**src/rtl/btn_debounce_pkg.sv**
```systemverilog
// rtl/btn_debounce_pkg.sv - shared types and constants for the button debouncer
package btn_debounce_pkg;

  // Per-channel FSM state; the encoding is exposed on debug_state, so keep it fixed
  typedef enum logic [1:0] {
    IDLE_LOW  = 2'b00,
    WAIT_HIGH = 2'b01,
    IDLE_HIGH = 2'b10,
    WAIT_LOW  = 2'b11
  } db_state_t;

  // Fewer than two stable samples would make the filter a plain pass-through
  localparam int DB_MIN_CYCLES = 2;

  // Width of the qualification counter; it only ever holds 0 .. cycles-1
  function automatic int db_cnt_width(input int cycles);
    int w;
    w = $clog2(cycles);
    if (w < 1) begin
      w = 1;
    end
    return w;
  endfunction

endpackage

```
**src/rtl/btn_debounce_ch.sv**
```systemverilog
// rtl/btn_debounce_ch.sv - one debounce channel: 2-flop synchroniser, qualification FSM, counter
module btn_debounce_ch #(
  parameter int DEBOUNCE_CYCLES = 500000
) (
  input  logic       clk,
  input  logic       reset,
  input  logic       btn_raw,
  output logic       btn_db,
  output logic       btn_rise,
  output logic       btn_fall,
  output logic [1:0] debug_state
);
  import btn_debounce_pkg::*;

  localparam int CW = db_cnt_width(DEBOUNCE_CYCLES);
  localparam logic [CW-1:0] CNT_ZERO = '0;
  localparam logic [CW-1:0] CNT_ONE  = CW'(1);
  localparam logic [CW-1:0] CNT_LAST = CW'(DEBOUNCE_CYCLES - 1);

  if (DEBOUNCE_CYCLES < DB_MIN_CYCLES) begin : g_bad_cycles
    $error("btn_debounce_ch: DEBOUNCE_CYCLES must be at least 2");
  end

  logic          s1;
  logic          s2;
  db_state_t     state_q;
  db_state_t     state_d;
  logic [CW-1:0] cnt_q;
  logic [CW-1:0] cnt_d;
  logic          db_q;
  logic          db_d;
  logic          rise_q;
  logic          rise_d;
  logic          fall_q;
  logic          fall_d;

  // Two-flop synchroniser; only s2 is ever looked at by the filter
  always_ff @(posedge clk or posedge reset) begin
    if (reset) begin
      s1 <= 1'b0;
      s2 <= 1'b0;
    end else begin
      s1 <= btn_raw;
      s2 <= s1;
    end
  end

  // State, counter and registered outputs
  always_ff @(posedge clk or posedge reset) begin
    if (reset) begin
      state_q <= IDLE_LOW;
      cnt_q   <= CNT_ZERO;
      db_q    <= 1'b0;
      rise_q  <= 1'b0;
      fall_q  <= 1'b0;
    end else begin
      state_q <= state_d;
      cnt_q   <= cnt_d;
      db_q    <= db_d;
      rise_q  <= rise_d;
      fall_q  <= fall_d;
    end
  end

  // Next state: a level is accepted after DEBOUNCE_CYCLES consecutive equal samples,
  // the first of which is counted on leaving the idle state
  always_comb begin
    state_d = state_q;
    cnt_d   = cnt_q;
    db_d    = db_q;
    rise_d  = 1'b0;
    fall_d  = 1'b0;
    unique case (state_q)
      IDLE_LOW: begin
        if (s2) begin
          state_d = WAIT_HIGH;
          cnt_d   = CNT_ONE;
        end
      end
      WAIT_HIGH: begin
        if (!s2) begin
          state_d = IDLE_LOW;
          cnt_d   = CNT_ZERO;
        end else if (cnt_q == CNT_LAST) begin
          state_d = IDLE_HIGH;
          cnt_d   = CNT_ZERO;
          db_d    = 1'b1;
          rise_d  = 1'b1;
        end else begin
          cnt_d = cnt_q + CNT_ONE;
        end
      end
      IDLE_HIGH: begin
        if (!s2) begin
          state_d = WAIT_LOW;
          cnt_d   = CNT_ONE;
        end
      end
      WAIT_LOW: begin
        if (s2) begin
          state_d = IDLE_HIGH;
          cnt_d   = CNT_ZERO;
        end else if (cnt_q == CNT_LAST) begin
          state_d = IDLE_LOW;
          cnt_d   = CNT_ZERO;
          db_d    = 1'b0;
          fall_d  = 1'b1;
        end else begin
          cnt_d = cnt_q + CNT_ONE;
        end
      end
      default: begin
        state_d = IDLE_LOW;
        cnt_d   = CNT_ZERO;
        db_d    = 1'b0;
      end
    endcase
  end

  assign btn_db      = db_q;
  assign btn_rise    = rise_q;
  assign btn_fall    = fall_q;
  assign debug_state = state_q;

endmodule

```
**src/rtl/btn_debounce.sv**
```systemverilog
// rtl/btn_debounce.sv - N independent debounce channels with concatenated debug state
module btn_debounce #(
  parameter int N_BTN           = 4,
  parameter int DEBOUNCE_CYCLES = 500000
) (
  input  logic               clk,
  input  logic               reset,
  input  logic [N_BTN-1:0]   btn_raw,
  output logic [N_BTN-1:0]   btn_db,
  output logic [N_BTN-1:0]   btn_rise,
  output logic [N_BTN-1:0]   btn_fall,
  output logic [2*N_BTN-1:0] debug_state
);
  import btn_debounce_pkg::*;

  for (genvar i = 0; i < N_BTN; i++) begin : g_ch
    btn_debounce_ch #(
      .DEBOUNCE_CYCLES(DEBOUNCE_CYCLES)
    ) u_ch (
      .clk        (clk),
      .reset      (reset),
      .btn_raw    (btn_raw[i]),
      .btn_db     (btn_db[i]),
      .btn_rise   (btn_rise[i]),
      .btn_fall   (btn_fall[i]),
      .debug_state(debug_state[2*i +: 2])
    );
  end

endmodule

```
**config.mk**
```make
export PLATFORM = sky130hd
export DESIGN_NAME = btn_debounce
export DESIGN_NICKNAME = d
export VERILOG_FILES = /design/src/rtl/btn_debounce_pkg.sv /design/src/rtl/btn_debounce_ch.sv /design/src/rtl/btn_debounce.sv
export SDC_FILE = /design/constraint.sdc
export NUM_CORES = 1
export LEC_CHECK = 0
export ABC_AREA = 1
export CAP_MARGIN = 20
export CORE_UTILIZATION = 40
export CTS_BUF_LIST = sky130_fd_sc_hd__clkbuf_2
export DETAILED_ROUTE_END_ITERATION = 6
export GPL_ROUTABILITY_DRIVEN = 0
export GPL_TIMING_DRIVEN = 0
export SKIP_CTS_REPAIR_TIMING = 1
export SLEW_MARGIN = 40
export SYNTH_ARGS = -nofsm -noshare
export SYNTH_HDL_FRONTEND = slang
export SYNTH_SLANG_ARGS = --single-unit
export TNS_END_PERCENT = 100
```
**constraint.sdc**
```tcl
create_clock -name clk -period 8.5 [get_ports clk]
set_input_delay 1.7 -clock clk [delete_from_list [all_inputs] [get_ports clk]]
set_output_delay 1.7 -clock clk [all_outputs]
set_load 0.005 [all_outputs]
```
==> metrics <==
DIE WIDTH=124.0 microns; Synth top area share=approximately 44%; Vert. Die Dim=around 120 microns; register bit total from synthesis=104; Worst Path Buf+Inv=1; crit-path max FO=7; syn_nets=806; largest net degree at the start of global routing=73; initial antenna violation count=0; RSZ-0062 raised after global routing=no; CP Class=reg -> out; worst hold slack=381.8 ps; Clock Skews=between 20 and 30 ps; WL/cell=approximately 13 microns; arrival time at the worst endpoint=1700 ps; via count=4930; H-Tree Depth=3; syn avg cell area=7.480 sq um; CTS tree=yes; drt total wl=12780 microns; Die ar.=between 15000 and 20000 sq um; total of max-cap violations=0; Worst setup SP type=flop; FP Rows=44; setup_tns=0 ps; Starting Density=between 40% and 50%; outcome=complete, no violations; Yosys Warn Count=0; global-route wire length before repair=21930 microns; Fmax=between 200 and 300 MHz; Cell variety after synth=between 40 and 50; Inserted Clock Buffers=9; worst skew pair latency=slightly above 600 ps; Slew Viols, Final=0; sequential area share after synthesis=43.71%; PD cells=181.0 nW/um^2; synthesized area=between 5000 and 6000 sq um; CP max stage delay=about 540 ps; Final HPWL DP=9218 microns; Placeable Area=around 15000 sq um; Worst-path clk slew=270 ps; Post-synth EDFFs=0; clock sinks=104; FFs w/ async S/R, synth=100.0%; antenna viol nets, final=0; leading area contributor after synthesis=dfrtp_1; I/O Pins=26; Iteration-0 DRC Markers=roughly 300; Max-slew headroom=a little under three quarters; HP Class=reg -> reg; most common flop cell mapped by yosys=dfrtp_1; worst slew pin tran=between 400 and 500 ps; CP delay by family, top=flip-flops; Final Hold Fails=0; Final period util=39.96%; Synth area leaders=dfrtp_1 (44%), nand2_1 (14%), nand3_1 (6.2%); total track usage=18.18%; leakage=2.997 nW; CP Capture Type=output port; worst-path cell chain=clkdlybuf4s50_1; shortest period the worst path allows=3397 ps; slowest CP cell=dfrtp_1; share of layout cells above drive strength 1=around 8.6%; Cells after Synth=796; Worst EP required=6800 ps; vias in the first global route=between 4000 and 5000; ANT cells=0; Worst VDD drop=98.69 uV; Remaining DRCs=0; Port Buffers=25; drt pass-1 iters=4; fill count=about 1500; GR Overflow Total=0; Setup violations, final=0; maximum root-to-sink buffer count=2; routed vias/inst=4.829; Area growth, synth to finish=10.28%; Nets=843; Root Buffer=clkbuf_2
-- cell families (layout without fill, tap and decap cells) --
logic type / Yosys count / in the layout / synth area share (%)
AOI/OAI and AO/OA: 83 / 83 / 7.964
xor gates and xnor gates: 29 / 29 / 4.266
adders and majority gates: 4 / 4 / 0.8405
buffers and inverters: 121 / 162 / 8.951
DFF: 104 / 104 / 43.71
muxes: 1 / 1 / 0.1681
and+or+nand+nor: 454 / 454 / 34.10
-- cells in the mapped netlist, types with 2 or more instances --
cell     count
buf_2        5
buf_4       13
inv_1       93
nand2_2      4
nand3_1     74
a21oi_1     12
nand3_2      5
nor2_2       8
and2_1       2
nor2_4       4
nand2_4      3
o21ai_1      5
nor2_1      96
a31oi_1      3
o22ai_1     22
ha_1         4
dfrtp_1    104
xor2_1      27
xnor2_1      2
inv_2        5
buf_6        3
nand2_1    224
nor3_1       8
nor4_1       2
a21o_1       3
nand4_1     16
o21ai_0     34
-- area by class of cell --
class | instances | area [sq um] | share of cell area (%)
Buffer | 22 | 161.4 | 2.458
Clock buffer | 9 | 45.04 | 0.6860
Clock inverter | 6 | 51.30 | 0.7812
Inverter | 99 | 379.1 | 5.774
Multi-Input combinational cell | 571 | 2819 | 42.93
Sequential cell | 104 | 2603 | 39.63
Tap cell | 184 | 230.2 | 3.506
Timing Repair Buffer | 26 | 277.8 | 4.230
-- sequential cells by signal, indices dropped and copies added (netlist names), named ones only --
| name | cells |
|---|---|
| g_ch.u_ch.debug_state | 4 |
| g_ch.u_ch.s1 | 4 |
| g_ch.u_ch.btn_db | 4 |
| g_ch.u_ch.s2 | 4 |
| g_ch.u_ch.cnt_q | 76 |
| g_ch.u_ch.btn_fall | 4 |
| g_ch.u_ch.btn_rise | 4 |
-- cell usage in the layout, fill, tap and decap left out, types with 8 or more instances in the layout --
master,instances
o21ai_0,34
o22ai_1,22
nand2_1,224
inv_1,92
a21oi_1,12
nor2_2,8
nor3_1,8
buf_4,13
nand3_1,74
clkbuf_2,10
clkdlybuf4s50_1,25
nand4_1,16
nor2_1,96
xor2_1,27
dfrtp_1,104
-- report_power, final --
| part | internal (mW) | leakage, nW | switching (mW) |
|---|---|---|---|
| sequential | 0.535 | 1.41 | 0.0496 |
| clock | 0.0625 | 0.0640 | 0.165 |
| combinational | 0.135 | 1.52 | 0.241 |
| total | 0.732 | 3.00 | 0.456 |
-- final timing paths --
path	slack [ps]	to	startpoint	cells past startpoint
worst max-delay path	5100	debug_state[2]	g_ch[1].u_ch.debug_state[0]	1
worst min-delay path	380	g_ch[2].u_ch.s2	g_ch[2].u_ch.s1	0
worst max register to register	6740	g_ch[1].u_ch.cnt_q[11]	g_ch[1].u_ch.cnt_q[1]	7
worst min register to register	380	g_ch[2].u_ch.s2	g_ch[2].u_ch.s1	0
max in group asynchronous	6490	g_ch[1].u_ch.cnt_q[8]	reset	3
min in group asynchronous	1390	g_ch[3].u_ch.btn_rise	reset	2
-- routing by layer --
metal	routed length [microns]	part of all wire (%)	track usage, %
met4	62	0.48	4.241
met2	5860	46	29.72
met3	299	2.3	4.441
met5	0	0	0
met1	6561	51	24.23
-- per-stage QoR --
step | power [mW] | setup WS, ps | area, sq um | util (%) | cells
global route | 1.269 | 4979 | 6566 | 45.18 | 1021
floorplan | 0.8379 | 4068 | 5954 | - | 796
detailed placement | 0.9722 | 5755 | 6470 | 44.52 | 1006
CTS | 1.204 | 5063 | 6566 | 45.18 | 1021
finish | 1.188 | 5103 | 6566 | 45.18 | 1021
global placement | 0.9695 | 2391 | 6435 | 44.28 | 1005
No activity file was read; power rests on OpenSTA's default activity.
